### config.mk
export PLATFORM = sky130hd
export DESIGN_NAME = ram_port_arbiter
export DESIGN_NICKNAME = d
export VERILOG_FILES = /design/src/rtl/ram_port_arbiter.sv
export SDC_FILE = /design/constraint.sdc
export NUM_CORES = 1
export LEC_CHECK = 0
export ABC_CLOCK_PERIOD_IN_PS = 1850
export CAP_MARGIN = 20
export CELL_PAD_IN_SITES_DETAIL_PLACEMENT = 2
export CELL_PAD_IN_SITES_GLOBAL_PLACEMENT = 2
export CORE_ASPECT_RATIO = 0.7
export CORE_MARGIN = 2
export CORE_UTILIZATION = 10
export CTS_CLUSTER_DIAMETER = 30
export CTS_CLUSTER_SIZE = 8
export DETAILED_ROUTE_END_ITERATION = 10
export PLACE_DENSITY_LB_ADDON = 0.1
export SYNTH_ARGS = -nofsm -noshare
export SYNTH_HDL_FRONTEND = slang
export SYNTH_SLANG_ARGS = --single-unit
export TNS_END_PERCENT = 5
### constraint.sdc
create_clock -name clk -period 1.85 [get_ports clk]
set_input_delay 0.37 -clock clk [delete_from_list [all_inputs] [get_ports clk]]
set_output_delay 0.37 -clock clk [all_outputs]
set_load 0.05 [all_outputs]
### src/rtl/ram_port_arbiter.sv
`default_nettype none
// ============================================================================
// Module      : ram_port_arbiter
// Description : Shares one single-port synchronous-read data RAM between
//               instruction fetch (IF) and load/store (LS). LS has fixed
//               priority. A starvation counter forces one IF grant after
//               MAX_WAIT consecutive denied IF cycles. Read data returns one
//               cycle after the grant, and a per-owner rvalid pulse marks it.
// Ports       :
//   clk, rst_n                 clock, asynchronous active-low reset
//   if_req/if_addr             IF read request and word address
//   if_gnt                     IF accepted this cycle (combinational)
//   if_rvalid/if_rdata         IF completion (registered) and data (= ram_dout)
//   ls_req/ls_we/ls_addr/
//   ls_wdata                   LS request, write flag, address, write data
//   ls_gnt                     LS accepted this cycle (combinational)
//   ls_rvalid/ls_rdata         LS completion (registered) and data (= ram_dout)
//   ram_we/ram_addr/ram_din    RAM command
//   ram_dout                   RAM registered read data
// Revision    : 1.0 - initial release
// ============================================================================
module ram_port_arbiter #(
    parameter int ADDR_W   = 6,
    parameter int DATA_W   = 32,
    parameter int MAX_WAIT = 4
) (
    input  logic              clk,
    input  logic              rst_n,
    input  logic              if_req,
    input  logic [ADDR_W-1:0] if_addr,
    output logic              if_gnt,
    output logic              if_rvalid,
    output logic [DATA_W-1:0] if_rdata,
    input  logic              ls_req,
    input  logic              ls_we,
    input  logic [ADDR_W-1:0] ls_addr,
    input  logic [DATA_W-1:0] ls_wdata,
    output logic              ls_gnt,
    output logic              ls_rvalid,
    output logic [DATA_W-1:0] ls_rdata,
    output logic              ram_we,
    output logic [ADDR_W-1:0] ram_addr,
    output logic [DATA_W-1:0] ram_din,
    input  logic [DATA_W-1:0] ram_dout
);

    localparam logic [3:0] c_max_wait = 4'(MAX_WAIT);

    typedef enum logic [0:0] {
        LS_PRIO = 1'b0,
        IF_PRIO = 1'b1
    } prio_e;

    prio_e       prio_q,      prio_d;
    logic [3:0]  wait_cnt_q,  wait_cnt_d;
    logic        if_rvalid_q, if_rvalid_d;
    logic        ls_rvalid_q, ls_rvalid_d;

    // Grant decode. Gated by rst_n so nothing is granted (and no write
    // reaches the RAM) while reset is held.
    always_comb begin
        if_gnt = 1'b0;
        ls_gnt = 1'b0;
        if (rst_n) begin
            if (if_req && ls_req) begin
                if (prio_q == IF_PRIO) begin
                    if_gnt = 1'b1;
                end else begin
                    ls_gnt = 1'b1;
                end
            end else if (if_req) begin
                if_gnt = 1'b1;
            end else if (ls_req) begin
                ls_gnt = 1'b1;
            end
        end
    end

    // RAM command follows the winning requester; idle drives address 0.
    always_comb begin
        ram_we   = 1'b0;
        ram_addr = '0;
        ram_din  = ls_wdata;
        if (if_gnt) begin
            ram_addr = if_addr;
        end else if (ls_gnt) begin
            ram_addr = ls_addr;
            ram_we   = ls_we;
        end
    end

    // Starvation counter and priority state. The state looks at the next
    // counter value so IF is forced on the very cycle after the MAX_WAIT-th
    // denial, not one cycle later.
    always_comb begin
        wait_cnt_d  = wait_cnt_q;
        prio_d      = prio_q;
        if_rvalid_d = if_gnt;
        ls_rvalid_d = ls_gnt;

        if (!if_req || if_gnt) begin
            wait_cnt_d = 4'd0;
        end else if (wait_cnt_q < c_max_wait) begin
            wait_cnt_d = wait_cnt_q + 4'd1;
        end

        unique case (prio_q)
            LS_PRIO: begin
                if (wait_cnt_d == c_max_wait) begin
                    prio_d = IF_PRIO;
                end
            end
            IF_PRIO: begin
                if (if_gnt || !if_req) begin
                    prio_d = LS_PRIO;
                end
            end
            default: prio_d = LS_PRIO;
        endcase
    end

    always_ff @(posedge clk or negedge rst_n) begin
        if (!rst_n) begin
            prio_q      <= LS_PRIO;
            wait_cnt_q  <= 4'd0;
            if_rvalid_q <= 1'b0;
            ls_rvalid_q <= 1'b0;
        end else begin
            prio_q      <= prio_d;
            wait_cnt_q  <= wait_cnt_d;
            if_rvalid_q <= if_rvalid_d;
            ls_rvalid_q <= ls_rvalid_d;
        end
    end

    assign if_rvalid = if_rvalid_q;
    assign ls_rvalid = ls_rvalid_q;
    assign if_rdata  = ram_dout;
    assign ls_rdata  = ram_dout;

endmodule
`default_nettype wire

* Word-level counts from Yosys, hierarchy flattened
Cells that the tools add are included.
** Operators by class
- Add/subtract/negate cells :: 1
- Magnitude comparators :: 1
- Eq/ne operators :: 1
- Muxes and demuxes :: 18
- Bitwise gates (word level) :: 1
- Reduce and logical (&&, ||, !) cells :: 3
** Operators by type and width (number)
- $mux 1 :: 13
- $mux 6 :: 2
- $mux 4 :: 2
- $add 4x1->4 const B :: 1
- $eq 4x3->1 const B :: 1
- $lt 4x3->1 const B :: 1
- $pmux 1 s2 :: 1
- $logic_and 1x1->1 :: 1
- $logic_not 1->1 :: 1
- $logic_or 1x1->1 :: 1
- $not 1->1 :: 1
** Storage, ports and cells
- Flip-flop bits (word level) :: 7
- Input bits :: 81
- Output and inout port bits :: 107
- Word-level logic and storage cells :: 29

* Depth between registers and ports, before layout
- Word-level depth :: 8
- Depth in mapped cells :: 4
- Depth with buffers taken out :: 4

* Worst setup path after synthesis
Ideal clock, no wire load.
- Path kind :: input -> output
- From :: input if_req
- To :: output ram_addr[0]
- Arrival :: 1742 ps
- Data required time :: 1480 ps
- Slack :: -262 ps
- Stages on the path :: 4
- Buffers on the path :: 1
- Path through :: nand2_1 and3_1 clkbuf_1 a22o_1
** Between the ends
- Word-level cells in the longest chain between the ends :: 5
- Elaborated cells between the ends (all ways) :: 9
- Those cells by class :: 8 x mux; 1 x reduce/logical
** RTL lines
- from (decl) :: line 29 : input logic if_req,
- $mux 1 or $logic_and 1x1->1 (tied branches) :: line 71, 65
- $mux 1 * :: line 65 : if (if_req && ls_req) begin
- $mux 1 * :: line 64 : if (rst_n) begin
- named net ls_gnt :: line 38 : output logic ls_gnt,
- $mux 6 * :: line 86 : end else if (ls_gnt) begin
- $mux 6 * :: line 84 : if (if_gnt) begin
- to (decl) :: line 42 : output logic [ADDR_W-1:0] ram_addr,
The timed path passes the listed nets; every way through them passes the cells marked *.

* Worst setup path after layout
- From :: input if_req
- To :: output ram_addr[1]
** Between the ends
- Word-level cells in the longest chain between the ends :: 5
- Elaborated cells between the ends (all ways) :: 9
- Those cells by class :: 8 x mux; 1 x reduce/logical
** RTL lines (line)
- $mux 1 or $logic_and 1x1->1 (tied branches) :: 71, 65
- $mux 1 :: 65
- $mux 1 :: 64
- $mux 6 :: 86
- $mux 6 * :: 84
Every way passes the cells marked *; elsewhere a longest branch is shown, timed or not.

==> run_results.csv <==
group,metric,value,unit
final_layout,diode_insertion_count_for_antenna_repair,0,
clocking,cts_made_buffers,3,
status,run_status,"finished clean",
logic_synthesis,syn-instance-count,132,
logic_synthesis,synth_cell_type_count,18,
sta,final.setup_skew,0.00296,ns
die,chip_height,91.5,um
logic_synthesis,largest_area_contributor_in_the_netlist,"sky130_fd_sc_hd__buf_4",
logic_synthesis,synth.yosys.seq_area_share,16.0,%
clocking,clkLatencyLatePin,0.23,ns
grt,grt_first_pass_wirelength,3460,um
final_layout,post_route_cell_area,1120,um^2
final_layout,areaGrowthSynthToFinish,2.40,%
detailed_routing,wl_per_cell,11.2,um
die,top_level_ports,188,
placement,hpwlAfterDp,2040,um
logic_synthesis,postSynth.topFlopCell,"sky130_fd_sc_hd__dfrtp_1",
detailed_routing,first_iter_violations,14,
die,fp.dieArea,11800,um^2
clocking,clock_sinks,7,
logic_synthesis,syn-mean-instance-area,8.28,um^2
logic_synthesis,synth_area_in_compound_gates,9.84,%
sta,timing_worst_slew_pin_value,0.277,ns
run,max_cap_violations,0,
sta,finalHoldViolations,0,
grt,gr-usage-all-layers,4.01,%
die,core_area,10500,um^2
final_layout,nFillCells,1210,
logic_synthesis,synth.area.mux_share,0,%
logic_synthesis,synthTopCellsByCount,"96 x sky130_fd_sc_hd__buf_4, 7 x sky130_fd_sc_hd__dfrtp_1, 6 x sky130_fd_sc_hd__a22o_1",
clocking,clock_tree.htree_level_count,1,
detailed_routing,drt_drc_violations_left,0,
die,row_count,31,
detailed_routing,postRouteWirelength,2470,um
sta,fmax,558,MHz
placement,post_dp_cell_area,978,um^2
clocking,clock_tree.buffer_depth,2,
placement,gpl.final_weighted_congestion,0.597,
die,start_util,10.4,%
min_path,timing.hold.worst.class,"in2async",
sta,drv_slew,0,
logic_synthesis,synth_seq_cells,7,
worst_setup_path,endpoint_kind,"output port",
sta,final_min_period_over_clock_period,96.9,%
worst_setup_path,startpoint_type_of_the_worst_setup_path,"input port",
sta,final.min_clock_period,1.79,ns
clocking,post_cts.repair.setup_buffers,0,
logic_synthesis,synth-xor-area-share,0.801,%
worst_setup_path,worst_ep_arrival_time,1.42,ns
logic_synthesis,number_of_enable_flip_flop_cells_after_synthesis,0,
final_layout,final_layout_size_suffix_gt1_share,47.2,%
sta,rsz0062_at_grt,"false",
pwr,power_per_cell_area,667,nW/um^2
detailed_routing,drt-pass1-iter-count,2,
logic_synthesis,synthArstFlopShare,100,%
die,fp.dieW,129,um
logic_synthesis,synth_area_leaders,"sky130_fd_sc_hd__buf_4 66%, sky130_fd_sc_hd__dfrtp_1 16%, sky130_fd_sc_hd__a22o_1 4.8%",
logic_synthesis,synthMostInstantiatedCell,"sky130_fd_sc_hd__buf_4",
logic_synthesis,synth_top_cell_area_share,65.9,%
grt,grt_remaining_overflow,0,
logic_synthesis,number_of_warnings_issued_by_yosys,0,
logic_synthesis,yosys.area_share.adder,1.14,%
grt,grt_max_degree,10,
final_layout,finalCoreUtilization,10.7,%
grt,via_count_of_the_first_global_routing_pass,585,
grt,grt_antenna_before_repair,0,
placement,count_of_input_and_output_buffers,27,
final_layout,final_nets,155,
sta,slew_headroom,81.4,%
worst_setup_path,setup.worst_path.class,"in2out",
logic_synthesis,synth_nets,214,
logic_synthesis,main_combinational_cell_family_by_area_after_synthesis,"buffers and inverters",
worst_setup_path,worstPathRequired,1.48,ns
clocking,clkTransAtPathRegs,0.04,ns
pwr,leakagePower,0.433,nW
clocking,cts_tree,"built",
detailed_routing,dr_total_vias,498,
detailed_routing,post_drt_via_cell_ratio,2.26,
clocking,ctsRootBufferMaster,"sky130_fd_sc_hd__clkbuf_16",
logic_synthesis,yosys.area_share.simple,5.26,%
worst_setup_path,critPathMaxFanout,8,
clocking,hold_buffers,0,
sta,fin_setup_tns,0,ns
logic_synthesis,mappedNetlistArea,1090,um^2
detailed_routing,final_antenna_net_count,0,
final_layout,sequential_cell_area,175,um^2
final_layout,multi_input_comb_area,259,um^2
sta,setup_viol,0,
pwr,worst_ir_drop_vdd,0.206,mV
## final timing paths
kind	from	to	slack (ns)	depth (start not counted)
worst max register to register	wait_cnt_q[0]	prio_q	0.19	4
worst min register to register	wait_cnt_q[2]	wait_cnt_q[2]	0.58	2
max in group asynchronous	rst_n	ls_rvalid	1.41	2
worst min-delay path	rst_n	wait_cnt_q[0]	0.30	2
min in group clk	wait_cnt_q[2]	wait_cnt_q[2]	0.58	2
worst max-delay path	if_req	ram_addr[1]	0.06	6
## cells by family (layout without fill, tap and decap cells)
kind of cell | Yosys count | after routing
buf+inv | 99 | 39
compound gates | 13 | 13
simple gates | 11 | 11
flops | 7 | 7
fa+ha+maj | 1 | 1
xor+xnor | 1 | 1
## worst max-delay path, stage by stage
cell and delay [ns]:
sky130_fd_sc_hd__dlygate4sd2_1 0.25, sky130_fd_sc_hd__nand2_2 0.07, sky130_fd_sc_hd__and3_4 0.19, sky130_fd_sc_hd__buf_12 0.14
sky130_fd_sc_hd__a22o_4 0.26, sky130_fd_sc_hd__buf_12 0.14
## cells in the final DEF, fill, tap and decap left out
cell,Yosys,routed
sky130_fd_sc_hd__a21bo_2,1,1
sky130_fd_sc_hd__a21oi_1,2,2
sky130_fd_sc_hd__a22o_4,0,6
sky130_fd_sc_hd__and2_1,1,1
sky130_fd_sc_hd__and3_4,0,2
sky130_fd_sc_hd__buf_12,0,10
sky130_fd_sc_hd__buf_4,96,8
sky130_fd_sc_hd__clkbuf_16,0,3
sky130_fd_sc_hd__clkdlybuf4s50_1,0,13
sky130_fd_sc_hd__clkinv_2,0,1
sky130_fd_sc_hd__dfrtp_1,7,7
sky130_fd_sc_hd__dlygate4sd2_1,0,3
sky130_fd_sc_hd__ha_1,1,1
sky130_fd_sc_hd__inv_1,1,1
sky130_fd_sc_hd__nand2_1,2,1
sky130_fd_sc_hd__nand2_2,0,1
sky130_fd_sc_hd__nand2b_4,0,1
sky130_fd_sc_hd__nor2_1,4,4
sky130_fd_sc_hd__o21ai_0,2,2
sky130_fd_sc_hd__o31a_1,1,1
sky130_fd_sc_hd__o32ai_2,1,1
sky130_fd_sc_hd__or4b_1,1,1
sky130_fd_sc_hd__xnor2_1,1,1
## repair_timing
action / in CTS / in global routing
resized for setup: 9 / 5
endpoints found under the setup margin: 9 / 6
pin swaps: 2 / 0
## area by class of cell
class	instances	share of cell area, %
tap	148	16.5
timing repair buffer	34	37.2
sequential	7	15.6
multi-input combinational	26	23.1
inverter	1	0.335
clock buffer	3	6.70
clock inverter	1	0.447
## state kept, by name, summed over array words and instances, names as in the netlist
register,cells
ls_rvalid,1
prio_q,1
if_rvalid,1
wait_cnt_q,4
## per-stage QoR
step	total power, mW	std cells	setup WS (ns)	hold slack [ns]
2_1_floorplan	0.808	132	0.0589	0.0744
3_3_place_gp	0.371	217	-0.234	0.558
3_5_place_dp	0.370	217	-0.262	0.576
4_1_cts	0.756	221	0.00253	0.308
5_1_grt	0.782	220	0.00631	0.344
6_report	0.747	220	0.0582	0.303
## per-layer routing
metal	part of all wire (%)	routed length (um)	GRT usage (%)
met4	3.6	90	3.53
met1	42	1030	5.14
met2	45	1110	4.98
met5	0	0	0
met3	9.8	242	1.65
## power breakdown
part | total, mW | internal, mW | leakage (nW) | switching (mW)
sequential | 0.166 | 0.161 | 0.0945 | 0.00558
combinational | 0.213 | 0.113 | 0.298 | 0.100
clock | 0.368 | 0.284 | 0.0409 | 0.0840
Power figures use the tool's default switching activity.
